### src/rtl/ro_count_comparator.sv
// ro_count_comparator: registered comparator for pairs of ring-oscillator counts.
// Each accepted pair produces a response bit, a tie/unstable flag and |count1-count2|.
// Successive response bits are packed LSB-first into a RESP_BITS-wide response word.
//
// Optional feature macro: COMPARATOR_MARGIN_EN
//   defined     -> a pair is a tie when abs_diff <= TIE_MARGIN
//   not defined -> a pair is a tie only when abs_diff == 0 (TIE_MARGIN unused)
//
// Handshake: in_valid qualifies count1/count2 in the cycle it is high. There is no
// backpressure, so every cycle with in_valid high (and clr low) is accepted.
// out_valid and word_valid are one-cycle pulses, with no ready. A consumer that
// misses a pulse loses that result. clr has priority over in_valid.
module ro_count_comparator #(
    parameter int WIDTH      = 32,
    parameter int TIE_MARGIN = 4,
    parameter int RESP_BITS  = 8
) (
    input  logic                 clk,
    input  logic                 rst_n,
    input  logic                 clr,
    input  logic                 in_valid,
    input  logic [WIDTH-1:0]     count1,
    input  logic [WIDTH-1:0]     count2,
    output logic                 out_valid,
    output logic                 response,
    output logic                 unstable,
    output logic [WIDTH-1:0]     abs_diff,
    output logic [RESP_BITS-1:0] resp_word,
    output logic                 word_valid
);

    localparam int CNT_W = $clog2(RESP_BITS);
    localparam logic [CNT_W-1:0] LAST_BIT = CNT_W'(RESP_BITS - 1);

    logic [WIDTH:0]       diff_ext;
    logic                 c1_lt_c2;
    logic [WIDTH-1:0]     abs_val;
    logic                 tie;
    logic                 resp_bit;
    logic [CNT_W-1:0]     bit_cnt;
    logic [RESP_BITS-1:0] partial;
    logic [RESP_BITS-1:0] partial_next;

    // Compare the counts. The sign of the WIDTH+1 bit difference gives count1 < count2.
    always_comb begin
        diff_ext = {1'b0, count1} - {1'b0, count2};
        c1_lt_c2 = diff_ext[WIDTH];
        abs_val  = c1_lt_c2 ? (count2 - count1) : (count1 - count2);
`ifdef COMPARATOR_MARGIN_EN
        tie      = (abs_val <= WIDTH'(TIE_MARGIN));
`else
        tie      = (abs_val == '0);
`endif
        resp_bit = tie ? 1'b1 : c1_lt_c2;
    end

    // Write the new response bit into the partial word at the current bit position.
    always_comb begin
        partial_next          = partial;
        partial_next[bit_cnt] = resp_bit;
    end

    // Register the per-pair results and assemble the response word.
    always_ff @(posedge clk or negedge rst_n) begin
        if (!rst_n) begin
            out_valid  <= 1'b0;
            response   <= 1'b0;
            unstable   <= 1'b0;
            abs_diff   <= '0;
            resp_word  <= '0;
            word_valid <= 1'b0;
            bit_cnt    <= '0;
            partial    <= '0;
        end else begin
            out_valid  <= 1'b0;
            word_valid <= 1'b0;
            if (clr) begin
                // A pair that arrives together with clr is dropped. resp_word keeps its value.
                bit_cnt <= '0;
                partial <= '0;
            end else if (in_valid) begin
                out_valid <= 1'b1;
                response  <= resp_bit;
                unstable  <= tie;
                abs_diff  <= abs_val;
                if (bit_cnt == LAST_BIT) begin
                    resp_word  <= partial_next;
                    word_valid <= 1'b1;
                    bit_cnt    <= '0;
                    partial    <= '0;
                end else begin
                    bit_cnt <= bit_cnt + CNT_W'(1);
                    partial <= partial_next;
                end
            end
        end
    end

endmodule

### config.mk
export PLATFORM = sky130hd
export DESIGN_NAME = ro_count_comparator
export DESIGN_NICKNAME = d
export VERILOG_FILES = /design/src/rtl/ro_count_comparator.sv
export SDC_FILE = /design/constraint.sdc
export NUM_CORES = 1
export LEC_CHECK = 0
export CAP_MARGIN = 40
export CORE_UTILIZATION = 49
export CTS_CLUSTER_DIAMETER = 100
export DETAILED_ROUTE_END_ITERATION = 7
export PLACE_DENSITY = 0.9
export RECOVER_POWER = 100
export SETUP_SLACK_MARGIN = 0.02
export SLEW_MARGIN = 20
export SYNTH_ARGS = -nofsm -noshare
export SYNTH_HDL_FRONTEND = slang
export SYNTH_SLANG_ARGS = --single-unit
### constraint.sdc
create_clock -name clk -period 1.6 [get_ports clk]
set_clock_uncertainty 0.1 [all_clocks]
set_input_delay 0.32 -clock clk [delete_from_list [all_inputs] [get_ports clk]]
set_output_delay 0.32 -clock clk [all_outputs]
set_load 0.05 [all_outputs]
==> summary.txt, run 1 <==
Status - aborted with a tool error
Exit stage - clock tree synthesis
Run Error - [ERROR DPL-0033] detailed placement checks failed during check placement.
Main synth FF type - dfrtp_1
Clock root buffer - clkbuf_16
Mapped Cells - 789
Setup Fix Bufs, Post-CTS - 93
Pre-CTS WS - -2.88 ns
Hold-fix buffers, CTS - 1
Post-synth EDFFs - 0
Register area share after synthesis - 0.227
Routability cong. - 1.08
Die width - 113 um
Yosys top cell by area - dfrtp_1
Syn avg cell area - 7.68 um^2
Seq cells post-synth - 55
Asr flop ratio synth - 1.00
I/O pins - 112
Clock sink count - 55
Synthesized cell area - 6060 um^2
Initial Util - 0.505
Top-area cell type share of the netlist area - 0.227
Resized Gates After CTS - 452
Unique masters post-synth - 71
Height of the chip - 113 um
Clock Tree Buf Depth - 2
HPWL after DPL - 20.2 mm
Yosys warns - 0
Net Count, Synth - 926
# port buffers - 111
Synth area leaders - dfrtp_1 (23%), ha_1 (14%), a21oi_1 (7.0%)
Row cnt - 40
Cells after DPL - 1,257
H-tree Lvls - 2
CTS buffer count - 5
==> metrics by stage <==
| step | cell area, um^2 | hold slack [ns] |
|---|---|---|
| detailed placement | 9880 | 0.147 |
| global placement | 9880 | 0.139 |
| floorplan | 6550 | -0.0756 |
==> logic make-up after synthesis <==
logic type,count (synthesis),share of synthesized area
AO/OA/AOI/OAI,283,0.292
XOR/XNOR,30,0.0433
adder cells (fa/ha/maj),69,0.145
buffers and inverters,116,0.0817
flip-flops,55,0.227
multiplexers,20,0.0330
AND/OR/NAND/NOR,216,0.178
==> synth_stat cells (16+ instances only) <==
cell / number
nor3_1: 19
clkbuf_1: 25
xnor2_1: 16
inv_1: 71
nand2_1: 94
nor2_1: 32
ha_1: 67
o21ai_0: 77
dfrtp_1: 55
a21o_1: 19
mux2i_1: 20
a21oi_1: 85
==> run 2, diff against run 1 <==
CORE_UTILIZATION = 35   (was 49)
CTS_CLUSTER_DIAMETER = default   (was 100)
PLACE_DENSITY = default   (was 0.9)
PLACE_DENSITY_LB_ADDON = 0.15   (was default)
SETUP_SLACK_MARGIN = default   (was 0.02)
clock period = 2.1 ns   (was 1.6 ns; I/O delays follow)
==> summary.txt, run 2 <==
Status - complete, but fails checks
Failing checks - setup timing
Crit. End Element - flip-flop
Die width - 134 um
Top-area cell type share of the netlist area - 0.227
Final Max Tran Viols - 0
Max Cap Violations - 0
Antenna cells - 0
Final setup vio count - 49
Unique masters post-synth - 71
R2R Setup Slk - 0.07 ns
RSZ-0062 raised after global routing - true
Commonest cells in the netlist - nand2_1 (94), a21oi_1 (85), o21ai_0 (77)
Crit-path leading delay family - buffers and inverters
Clock sink count - 55
Hold Path End - abs_diff[6]
Hold-fix buffers, CTS - 0
Max reg flops - 32
Yosys warns - 0
Main synth FF type - dfrtp_1
Critical path fanouts, max - 6
Worst-Margin Slew - 1.37 ns
RR Endpoint - resp_word[7]
Worst Path Required - 2.23 ns
Initial Util - 0.362
Setup slack after layout - -1.57 ns
Worst Hold Class - flip-flop to flip-flop
Clock root buffer - clkbuf_16
Routability cong. - 0.944
Final #Nets - 1,355
Layout cells sized above 1 - 0.587
Critical Setup Path Class - primary input to flip-flop
Lkg Pwr - 0.00542 uW
Via density - 5.46
Post-DRT Antenna Nets - 0
Yosys top cell by area - dfrtp_1
Number of global-route vias before repair - 7,755
Initial DRC count - 410
Synthesized cell area - 6060 um^2
Routed vias - 7,860
Syn avg cell area - 7.68 um^2
Dpl cell area - 9570 um^2
Final hold vios - 0
Total Routed Length - 25.7 mm
Synthesis-to-finish area growth - 97.4%
DRC viols - 0
# port buffers - 111
Most frequent CP cell - buf_6
Startpoint types - primary input
Register area share after synthesis - 0.227
Most frequent cells in the layout - buf_4 (287), nand2_1 (77), buf_6 (65)
Rel. slew slack - 0.0854
Post-DR wirelength/cell - 17.9 um
I/O pins - 112
Layout fillers - 1,272
Min-delay src - abs_diff[6]
HPWL after DPL - 17.5 mm
Total congestion overflow - 0
Launch point of the worst reg-to-reg path - bit_cnt[2]
Max VDD drop - 491 uV
Count leader, synth - nand2_1
Synth area leaders - dfrtp_1 (23%), ha_1 (14%), a21oi_1 (7.0%)
Maximum clock rate - 272 MHz
Crit-path cells - buf_6 > buf_6 > ha_4 > fa_2 > nand2b_4 > a21oi_4 > o21ai_4 > o21a_4 > o21ai_4 > buf_6 > buf_6 > mux2i_2 > xnor2_1 > nand2_1 > nor4_2 > buf_4 > nand4_4 > buf_6 > a21oi_2
Asr flop ratio synth - 1.00
Row cnt - 47
Clock period minus worst slack - 3.67 ns
WHS - 0.371 ns
Net Count, Synth - 926
Arr. time, crit path - 3.80 ns
Reg with most FFs - abs_diff
TNS Setup - -48.18 ns
GRT Total Usage - 0.266
First-pass GRT wire length - 38.3 mm
Delay of the slowest cell on the worst path - 0.38 ns
R2R cell count - 6
Mapped Cells - 789
CTS buffer count - 5
Worst Path Buf+Inv - 6
Final core occ - 0.714
CTS tree - built
Hold depth - 2
Seq cells post-synth - 55
Most common library cell in the layout ignoring fill and taps - buf_4
Clk slew on worst S/H paths - 0.08 ns
Pre-CTS WS - -2.35 ns
PwrDens - 558 nW/um^2
Die area - 17,900 um^2
Initial antenna violation count - 0
Core area - 16,800 um^2
CP max-delay cell - nor4_2
H-tree Lvls - 2
Post-synth EDFFs - 0
Registers with the most flip-flops - abs_diff: 32 flops, partial: 8 flops, resp_word: 8 flops
Clock Tree Buf Depth - 2
Final instance area - 12,000 um^2
Worst-skew pair later-pin latency - 0.30 ns
Pin count of the biggest net entering global routing - 56
Final worst-path cycle share - 1.75
Height of the chip - 134 um
Detailed Routing Iterations Pass 1 - 7
## run 2: what timing repair did
action                                 4_1_cts  5_1_grt
setup endpoints to repair                   49       49
endpoints found under the hold margin        0        0
pin swaps                                  130       81
gates resized for setup                    485      139
cloned                                       2        0
buffers inserted                            78       38
## run 2: worst max-delay path by stage
stage               startpoint            to  cells past startpoint
floorplan            count1[0]      response                     17
global placement     count1[0]  resp_word[4]                     19
detailed placement   count1[0]  resp_word[7]                     19
CTS                  count2[0]  resp_word[7]                     18
global route        count1[10]  resp_word[7]                     18
finish               count2[0]  resp_word[7]                     19
## run 2: per-layer routing
layer	vias to the layer above	GRT usage	routed length, um
met4	0	0.0783	820
met1	3777	0.343	10700
met3	76	0.0266	1360
li1	3688	-	-
met5	-	0	0
met2	319	0.469	12900
## run 2: layout make-up
cell class / instances / area, um^2 / area share
Clock buffer: 5 / 125 / 0.0105
Clock inverter: 3 / 27.5 / 0.00230
Inverter: 72 / 300 / 0.0251
Multi-Input combinational cell: 619 / 6060 / 0.506
Sequential cell: 55 / 1380 / 0.115
Tap cell: 220 / 275 / 0.0230
Timing Repair Buffer: 465 / 3800 / 0.318
## run 2: power breakdown
group	switching [uW]	internal, uW	total, uW
Combinational	2360	2100	4470
Clock	425	454	879
Sequential	108	1220	1330
## run 2: tightest hold or removal path: stages (launching register included)
cell and delay [ns]:
dfrtp_1 0.34, nand2_1 0.06, o21ai_2 0.05
## run 2: cell families (layout without fill, tap and decap cells)
group,after synthesis,count (layout),synth area share
adder cells (fa/ha/maj),69,69,0.145
flip-flops,55,55,0.227
buffers and inverters,116,545,0.0817
AND/OR/NAND/NOR,216,217,0.178
multiplexers,20,20,0.0330
AO/OA/AOI/OAI,283,283,0.292
XOR/XNOR,30,30,0.0433
## run 2: metrics by stage
| stage | power, uW | instances |
|---|---|---|
| 6_report | 6670 | 1439 |
| 5_1_grt | 6960 | 1439 |
| 4_1_cts | 6250 | 1410 |
| 3_5_place_dp | 4740 | 1339 |
| 3_3_place_gp | 4720 | 1339 |
| 2_1_floorplan | 3180 | 789 |
Note: power is estimated with default switching activity, not from simulation.
